$ cat config.mk
export PLATFORM = sky130hd
export DESIGN_NAME = keypad_scanner
export DESIGN_NICKNAME = d
export VERILOG_FILES = /design/src/rtl/keypad_pkg.sv /design/src/rtl/keypad_sync.sv /design/src/rtl/keypad_scanner.sv
export SDC_FILE = /design/constraint.sdc
export NUM_CORES = 1
export LEC_CHECK = 0
export ABC_AREA = 0
export CORE_ASPECT_RATIO = 0.7
export CORE_MARGIN = 2
export CORE_UTILIZATION = 64
export CTS_BUF_LIST = sky130_fd_sc_hd__clkbuf_4 sky130_fd_sc_hd__clkbuf_8 sky130_fd_sc_hd__clkbuf_16
export CTS_CLUSTER_DIAMETER = 60
export DETAILED_ROUTE_END_ITERATION = 16
export PLACE_DENSITY_LB_ADDON = 0.12
export SYNTH_ARGS = -nofsm -noshare
export SYNTH_HDL_FRONTEND = slang
export SYNTH_HIERARCHICAL = 1
export SYNTH_SLANG_ARGS = --single-unit
$ cat constraint.sdc
create_clock -name clk -period 5.14 [get_ports clk]
set_input_delay 0.514 -clock clk [delete_from_list [all_inputs] [get_ports clk]]
set_output_delay 0.514 -clock clk [all_outputs]
set_load 0.005 [all_outputs]
$ cat src/rtl/keypad_pkg.sv
// Shared types, constants and decode helpers for the 4x4 keypad scanner.
package keypad_pkg;

  typedef enum logic [2:0] {
    SCAN     = 3'd0,
    DEBOUNCE = 3'd1,
    REPORT   = 3'd2,
    HOLD     = 3'd3,
    RELEASE  = 3'd4
  } state_e;

  localparam int unsigned KEY_W = 4;
  localparam logic [3:0]  COL_RESET = 4'b1110;

  // Key codes indexed by {row, col}; entry 0 sits in the least significant nibble.
  localparam logic [63:0] KEY_MAP = {
    4'hD, 4'hF, 4'h0, 4'hE,
    4'hC, 4'h9, 4'h8, 4'h7,
    4'hB, 4'h6, 4'h5, 4'h4,
    4'hA, 4'h3, 4'h2, 4'h1
  };

  typedef struct packed {
    logic       valid;
    logic [1:0] idx;
  } low_dec_t;

  function automatic low_dec_t low_index(input logic [3:0] pat);
    low_dec_t d;
    d.valid = 1'b1;
    d.idx   = 2'd0;
    case (pat)
      4'b1110: d.idx = 2'd0;
      4'b1101: d.idx = 2'd1;
      4'b1011: d.idx = 2'd2;
      4'b0111: d.idx = 2'd3;
      default: d.valid = 1'b0;
    endcase
    return d;
  endfunction

  function automatic logic [KEY_W-1:0] key_code(input logic [3:0] key_idx);
    return KEY_MAP[6'({key_idx, 2'b00}) +: 4];
  endfunction

endpackage

$ cat src/rtl/keypad_sync.sv
// Two-flop synchronizer for asynchronous keypad row lines; data only, no reset.
module keypad_sync #(
  parameter int unsigned W = 4
) (
  input  logic         clk,
  input  logic [W-1:0] d_i,
  output logic [W-1:0] q_o
);

  logic [W-1:0] meta_q;
  logic [W-1:0] sync_q;

  always_ff @(posedge clk) begin
    meta_q <= d_i;
    sync_q <= meta_q;
  end

  assign q_o = sync_q;

endmodule

$ cat src/rtl/keypad_scanner.sv
// 4x4 keypad scanner: column drive, row debounce and key encoding.
// Optional auto-repeat while a key is held is enabled by KEYPAD_REPEAT_EN.
module keypad_scanner
  import keypad_pkg::*;
#(
  parameter int unsigned SCAN_DIV     = 1000,
  parameter int unsigned DEBOUNCE_CNT = 200000,
  parameter int unsigned REPEAT_CNT   = 50000000
) (
  input  logic       clk,
  input  logic       rst,
  input  logic [3:0] row_n,
  output logic [3:0] col_n,
  output logic [3:0] keyboard_num,
  output logic       keyboard_en
);

  localparam int unsigned DIV_W = $clog2(SCAN_DIV);
  localparam int unsigned DEB_W = $clog2(DEBOUNCE_CNT);

  if (SCAN_DIV < 4 || DEBOUNCE_CNT < 2 || REPEAT_CNT < 2) begin : g_bad_params
    $error("keypad_scanner: parameter out of range");
  end

  logic [3:0] row_s;

  keypad_sync #(.W(4)) u_sync (
    .clk (clk),
    .d_i (row_n),
    .q_o (row_s)
  );

  state_e           state_q, state_d;
  logic [DIV_W-1:0] div_cnt_q, div_cnt_d;
  logic [DEB_W-1:0] deb_cnt_q, deb_cnt_d;
  logic [3:0]       col_n_q, col_n_d;
  logic [3:0]       key_idx_q, key_idx_d;
  logic [3:0]       pat_q, pat_d;
  logic [3:0]       num_q, num_d;
  logic             en_q, en_d;

`ifdef KEYPAD_REPEAT_EN
  localparam int unsigned REP_W = $clog2(REPEAT_CNT);
  logic [REP_W-1:0] rep_cnt_q, rep_cnt_d;
`endif

  low_dec_t rdec;
  low_dec_t cdec;
  logic     div_end;
  logic     deb_end;
  logic     pat_match;
  logic     all_high;

  assign rdec      = low_index(row_s);
  assign cdec      = low_index(col_n_q);
  assign div_end   = (div_cnt_q == DIV_W'(SCAN_DIV - 1));
  assign deb_end   = (deb_cnt_q == DEB_W'(DEBOUNCE_CNT - 1));
  assign pat_match = (row_s == pat_q);
  assign all_high  = (row_s == 4'hF);

  // Next-state and registered-output logic.
  always_comb begin
    state_d   = state_q;
    div_cnt_d = div_cnt_q;
    deb_cnt_d = deb_cnt_q;
    col_n_d   = col_n_q;
    key_idx_d = key_idx_q;
    pat_d     = pat_q;
    num_d     = num_q;
    en_d      = 1'b0;
`ifdef KEYPAD_REPEAT_EN
    rep_cnt_d = rep_cnt_q;
`endif

    case (state_q)
      SCAN: begin
        if (div_end) begin
          div_cnt_d = '0;
          if (rdec.valid && cdec.valid) begin
            key_idx_d = {rdec.idx, cdec.idx};
            pat_d     = row_s;
            deb_cnt_d = '0;
            state_d   = DEBOUNCE;
          end else begin
            col_n_d = {col_n_q[2:0], col_n_q[3]};
          end
        end else begin
          div_cnt_d = div_cnt_q + DIV_W'(1);
        end
      end

      DEBOUNCE: begin
        if (!pat_match) begin
          deb_cnt_d = '0;
          div_cnt_d = '0;
          col_n_d   = {col_n_q[2:0], col_n_q[3]};
          state_d   = SCAN;
        end else if (deb_end) begin
          deb_cnt_d = '0;
          num_d     = key_code(key_idx_q);
          en_d      = 1'b1;
          state_d   = REPORT;
        end else begin
          deb_cnt_d = deb_cnt_q + DEB_W'(1);
        end
      end

      REPORT: begin
        state_d = HOLD;
`ifdef KEYPAD_REPEAT_EN
        rep_cnt_d = '0;
`endif
      end

      HOLD: begin
        if (all_high) begin
          deb_cnt_d = '0;
          state_d   = RELEASE;
        end
`ifdef KEYPAD_REPEAT_EN
        // Repeat pulse lands the cycle after the terminal count, like the first report.
        else if (rep_cnt_q == REP_W'(REPEAT_CNT - 1)) begin
          rep_cnt_d = '0;
          en_d      = 1'b1;
        end else begin
          rep_cnt_d = rep_cnt_q + REP_W'(1);
        end
`endif
      end

      RELEASE: begin
        if (!all_high) begin
          deb_cnt_d = '0;
          state_d   = HOLD;
`ifdef KEYPAD_REPEAT_EN
          rep_cnt_d = '0;
`endif
        end else if (deb_end) begin
          deb_cnt_d = '0;
          div_cnt_d = '0;
          col_n_d   = {col_n_q[2:0], col_n_q[3]};
          state_d   = SCAN;
        end else begin
          deb_cnt_d = deb_cnt_q + DEB_W'(1);
        end
      end

      default: begin
        state_d   = SCAN;
        div_cnt_d = '0;
        deb_cnt_d = '0;
        col_n_d   = COL_RESET;
      end
    endcase
  end

  always_ff @(posedge clk) begin
    if (rst) begin
      state_q   <= SCAN;
      div_cnt_q <= '0;
      deb_cnt_q <= '0;
      col_n_q   <= COL_RESET;
      key_idx_q <= '0;
      pat_q     <= 4'hF;
      num_q     <= 4'h0;
      en_q      <= 1'b0;
`ifdef KEYPAD_REPEAT_EN
      rep_cnt_q <= '0;
`endif
    end else begin
      state_q   <= state_d;
      div_cnt_q <= div_cnt_d;
      deb_cnt_q <= deb_cnt_d;
      col_n_q   <= col_n_d;
      key_idx_q <= key_idx_d;
      pat_q     <= pat_d;
      num_q     <= num_d;
      en_q      <= en_d;
`ifdef KEYPAD_REPEAT_EN
      rep_cnt_q <= rep_cnt_d;
`endif
    end
  end

  assign col_n        = col_n_q;
  assign keyboard_num = num_q;
  assign keyboard_en  = en_q;

endmodule
==> impl_metrics.env <==
export IMPL_status="complete, no violations"
export IMPL_fin_crit_sh_pct=53.8
export IMPL_relSlewSlack_pct=47.1
export IMPL_cp_max_fo=11
export IMPL_synth_xor_area_share_pct=4.00
export IMPL_wl_um=5680
export IMPL_clk_insertion_delay_late_ns=0.31
export IMPL_root_buffer="clkbuf_8"
export IMPL_clock_fmax_mhz=362
export IMPL_diodes=0
export IMPL_synthAdderAreaFrac_pct=3.51
export IMPL_fp_dieArea_um2=5010
export IMPL_finClkSkew_ns=0.00702
export IMPL_fp_dieW_um=83.7
export IMPL_setup_violations=0
export IMPL_powerDensity_nw_per_um2=233
export IMPL_yosysWarnings=6
export IMPL_cts_tree="built"
export IMPL_io_buffer_count=14
export IMPL_synthMuxAreaShare_pct=7.82
export IMPL_synth_edf_count=0
export IMPL_grt_usage_pct=23.5
export IMPL_synth_distinct_cells=57
export IMPL_cts_max_level=2
export IMPL_syn_inst=332
export IMPL_critPathLaunchType="flop"
export IMPL_fill_cells=332
export IMPL_globalplace_congestion=0.838
export IMPL_path_class="flop to flop"
export IMPL_timing_final_hold_violations=0
export IMPL_grt_setup_unrepaired="false"
export IMPL_r2r_start="deb_cnt_q[13]"
export IMPL_synth_async_sr_flop_share_pct=0
export IMPL_synthFlopType="dfxtp_1"
export IMPL_final_net_count=345
export IMPL_num_rows=20
export IMPL_dieHeight_um=59.8
export IMPL_netlist_area_leader_share_pct=39.4
export IMPL_antenna_left=0
export IMPL_clk_pin_slew_ns=0.10
export IMPL_yosysTopAreaCell="dfxtp_1"
export IMPL_end_kind="flop"
export IMPL_setup_tns_ns=0
export IMPL_initial_core_util_pct=66.2
export IMPL_grt_pass1_wl_um=9620
export IMPL_drive_above_1_share_pct=6.02
export IMPL_clockBufferDepth=2
export IMPL_overflow=0
export IMPL_slew_viol_final=0
export IMPL_cts_setup_buffers=0
export IMPL_drt_iter0_drc=217
export IMPL_startpoint="deb_cnt_q[13]"
export IMPL_hp_start="u_sync/meta_q[0]"
export IMPL_grt_start_max_net_pins=34
export IMPL_wl_per_cell_um=14.7
export IMPL_critPathArrivalTime_ns=2.95
export IMPL_required_ns=5.32
export IMPL_tightest_slew_ns=0.787
export IMPL_cts_made_buffers=5
export IMPL_synthTopCellsByArea="dfxtp_1 (39%), mux2i_1 (7.0%), nand2_1 (5.3%), ha_1 (3.5%), a21oi_1 (3.3%)"
export IMPL_dpl_hpwl_um=3930
export IMPL_drv_cap=0
export IMPL_dr_pass1_iters=5
export IMPL_route_detailed_drc=0
export IMPL_synth_fp_nets=346
export IMPL_fin_hold_ws_ns=0.336
export IMPL_postCtsResizedCells=0
export IMPL_min_period_ns=2.77
export IMPL_synth_top_family_by_area="simple AND/OR/NAND/NOR gates"
export IMPL_syn2layout_area_growth_pct=7.82
export IMPL_synth_compound_area_share_pct=15.9
export IMPL_core_area_um2=4300
export IMPL_antenna_found_initial=0
export IMPL_ys_seq_area_share_pct=39.4
export IMPL_cts_hold_buf=0
export IMPL_vias_per_cell=6.07
export IMPL_synth_seq_cells=56
export IMPL_peakVddDrop_mv=0.253
export IMPL_clock_sinks=56
export IMPL_syn_avg_cell_area_um2=8.58
export IMPL_io_pins=15
export IMPL_grt_pass1_vias=2077
export IMPL_p_leak_nw=1.21
export IMPL_synth_area_um2=2850
export IMPL_synth_simple_area_share_pct=24.9
export IMPL_vias=2350
export IMPL_hp_class="flop to flop"
[critical path: stages, from the launching register on]
cell and delay, ns:
dfxtp_1 0.36, or4b_2 0.68, or4_4 0.45, nor3_1 0.20
o311a_1 0.46, o21ai_1 0.31, mux2i_1 0.18
[flip-flops by register name, summed over array words and instances (netlist names), 3 cells and up]
register	cells
pat_q	4
key_idx_q	4
u_sync/q_o	4
u_sync/meta_q	4
state_q	3
keyboard_num	4
col_n	4
deb_cnt_q	18
div_cnt_q	10
[per-stage QoR]
stage / util, % / worst slack, ns / power, mW / area [µm²] / cells
floorplan: - / 2.63 / 0.473 / 2850 / 332
global placement: 69.2 / 2.46 / 0.482 / 2980 / 379
detailed placement: 69.2 / 2.41 / 0.483 / 2980 / 379
CTS: 71.4 / 2.39 / 0.722 / 3070 / 387
global route: 71.4 / 2.21 / 0.743 / 3070 / 387
finish: 71.4 / 2.37 / 0.717 / 3070 / 387
[logic make-up (layout without fill, tap and decap cells)]
group	Yosys count	after routing
flops	56	56
compound gates	65	65
mux	22	22
xor+xnor	13	13
buf+inv	31	31
fa+ha+maj	8	8
simple gates	137	137
[cell usage after synthesis, types with 4 or more instances]
cell and instances:
xor2_1 9, nor3_1 10, inv_1 6, xnor2_1 4, nand3_1 12, nor2b_1 4
mux2i_1 20, dfxtp_1 56, or3_1 7, nand4_1 5, and3_1 8, clkbuf_1 19
ha_1 8, o21ai_0 9, and4_1 4, nand2b_1 5, a21oi_1 19, nor2_1 24
nand2_1 40, a311oi_1 5
[power by group]
group | internal (mW) | leakage, nW | switching (mW) | total [mW]
Clock | 0.0969 | 0.0404 | 0.147 | 0.244
Combinational | 0.0129 | 0.710 | 0.0152 | 0.0281
Sequential | 0.439 | 0.455 | 0.00625 | 0.445
[routing by layer]
metal	part of all wire [%]	track usage, %
met3	4.9	4.70
met5	0	0
met2	42	36.6
met1	53	34.4
met4	0.37	4.15
[cells in the final DEF, fill, tap and decap left out, types with 2 or more instances in the layout]
cell             netlist  routed
a211o_1                3       3
o21ai_0                9       9
nor3_1                10      10
mux2_2                 2       2
mux2i_1               20      20
and2_1                 2       2
or4b_2                 2       2
clkinvlp_4             0       2
clkbuf_8               0       5
a22oi_1                2       2
or4_1                  2       2
a21o_1                 3       3
and3_1                 8       8
o311a_1                2       2
dfxtp_1               56      56
inv_1                  6       6
nand4b_1               3       3
nand2b_1               5       5
nand4_1                5       5
a21oi_1               19      19
a311oi_1               5       5
a2bb2oi_1              2       2
or2_2                  2       2
or3_1                  7       7
nor2b_1                4       4
xor2_1                 9       9
nand2_1               40      40
o211ai_1               2       2
nor2_1                24      24
and4_1                 4       4
a31oi_1                2       2
ha_1                   8       8
xnor2_1                4       4
buf_4                  0       2
o211a_1                3       3
clkdlybuf4s50_1        0      14
nand3_1               12      12
[path summary, 6_finish.rpt]
kind,end,slack (ns),depth (start not counted)
worst max register to register,col_n[1],2.37,6
worst max-delay path,col_n[1],2.37,6
worst min-delay path,u_sync/q_o[0],0.34,0
worst min register to register,u_sync/q_o[0],0.34,0
[area by class of cell]
class / count / area, µm² / share of cell area, %
multi-input combinational: 245 / 1610 / 52.3
clock inverter: 3 / 23.8 / 0.774
sequential: 56 / 1120 / 36.5
inverter: 7 / 26.3 / 0.855
timing repair buffer: 16 / 155 / 5.05
clock buffer: 5 / 68.8 / 2.24
tap: 55 / 68.8 / 2.24
No activity file was read; power rests on OpenSTA's default activity.
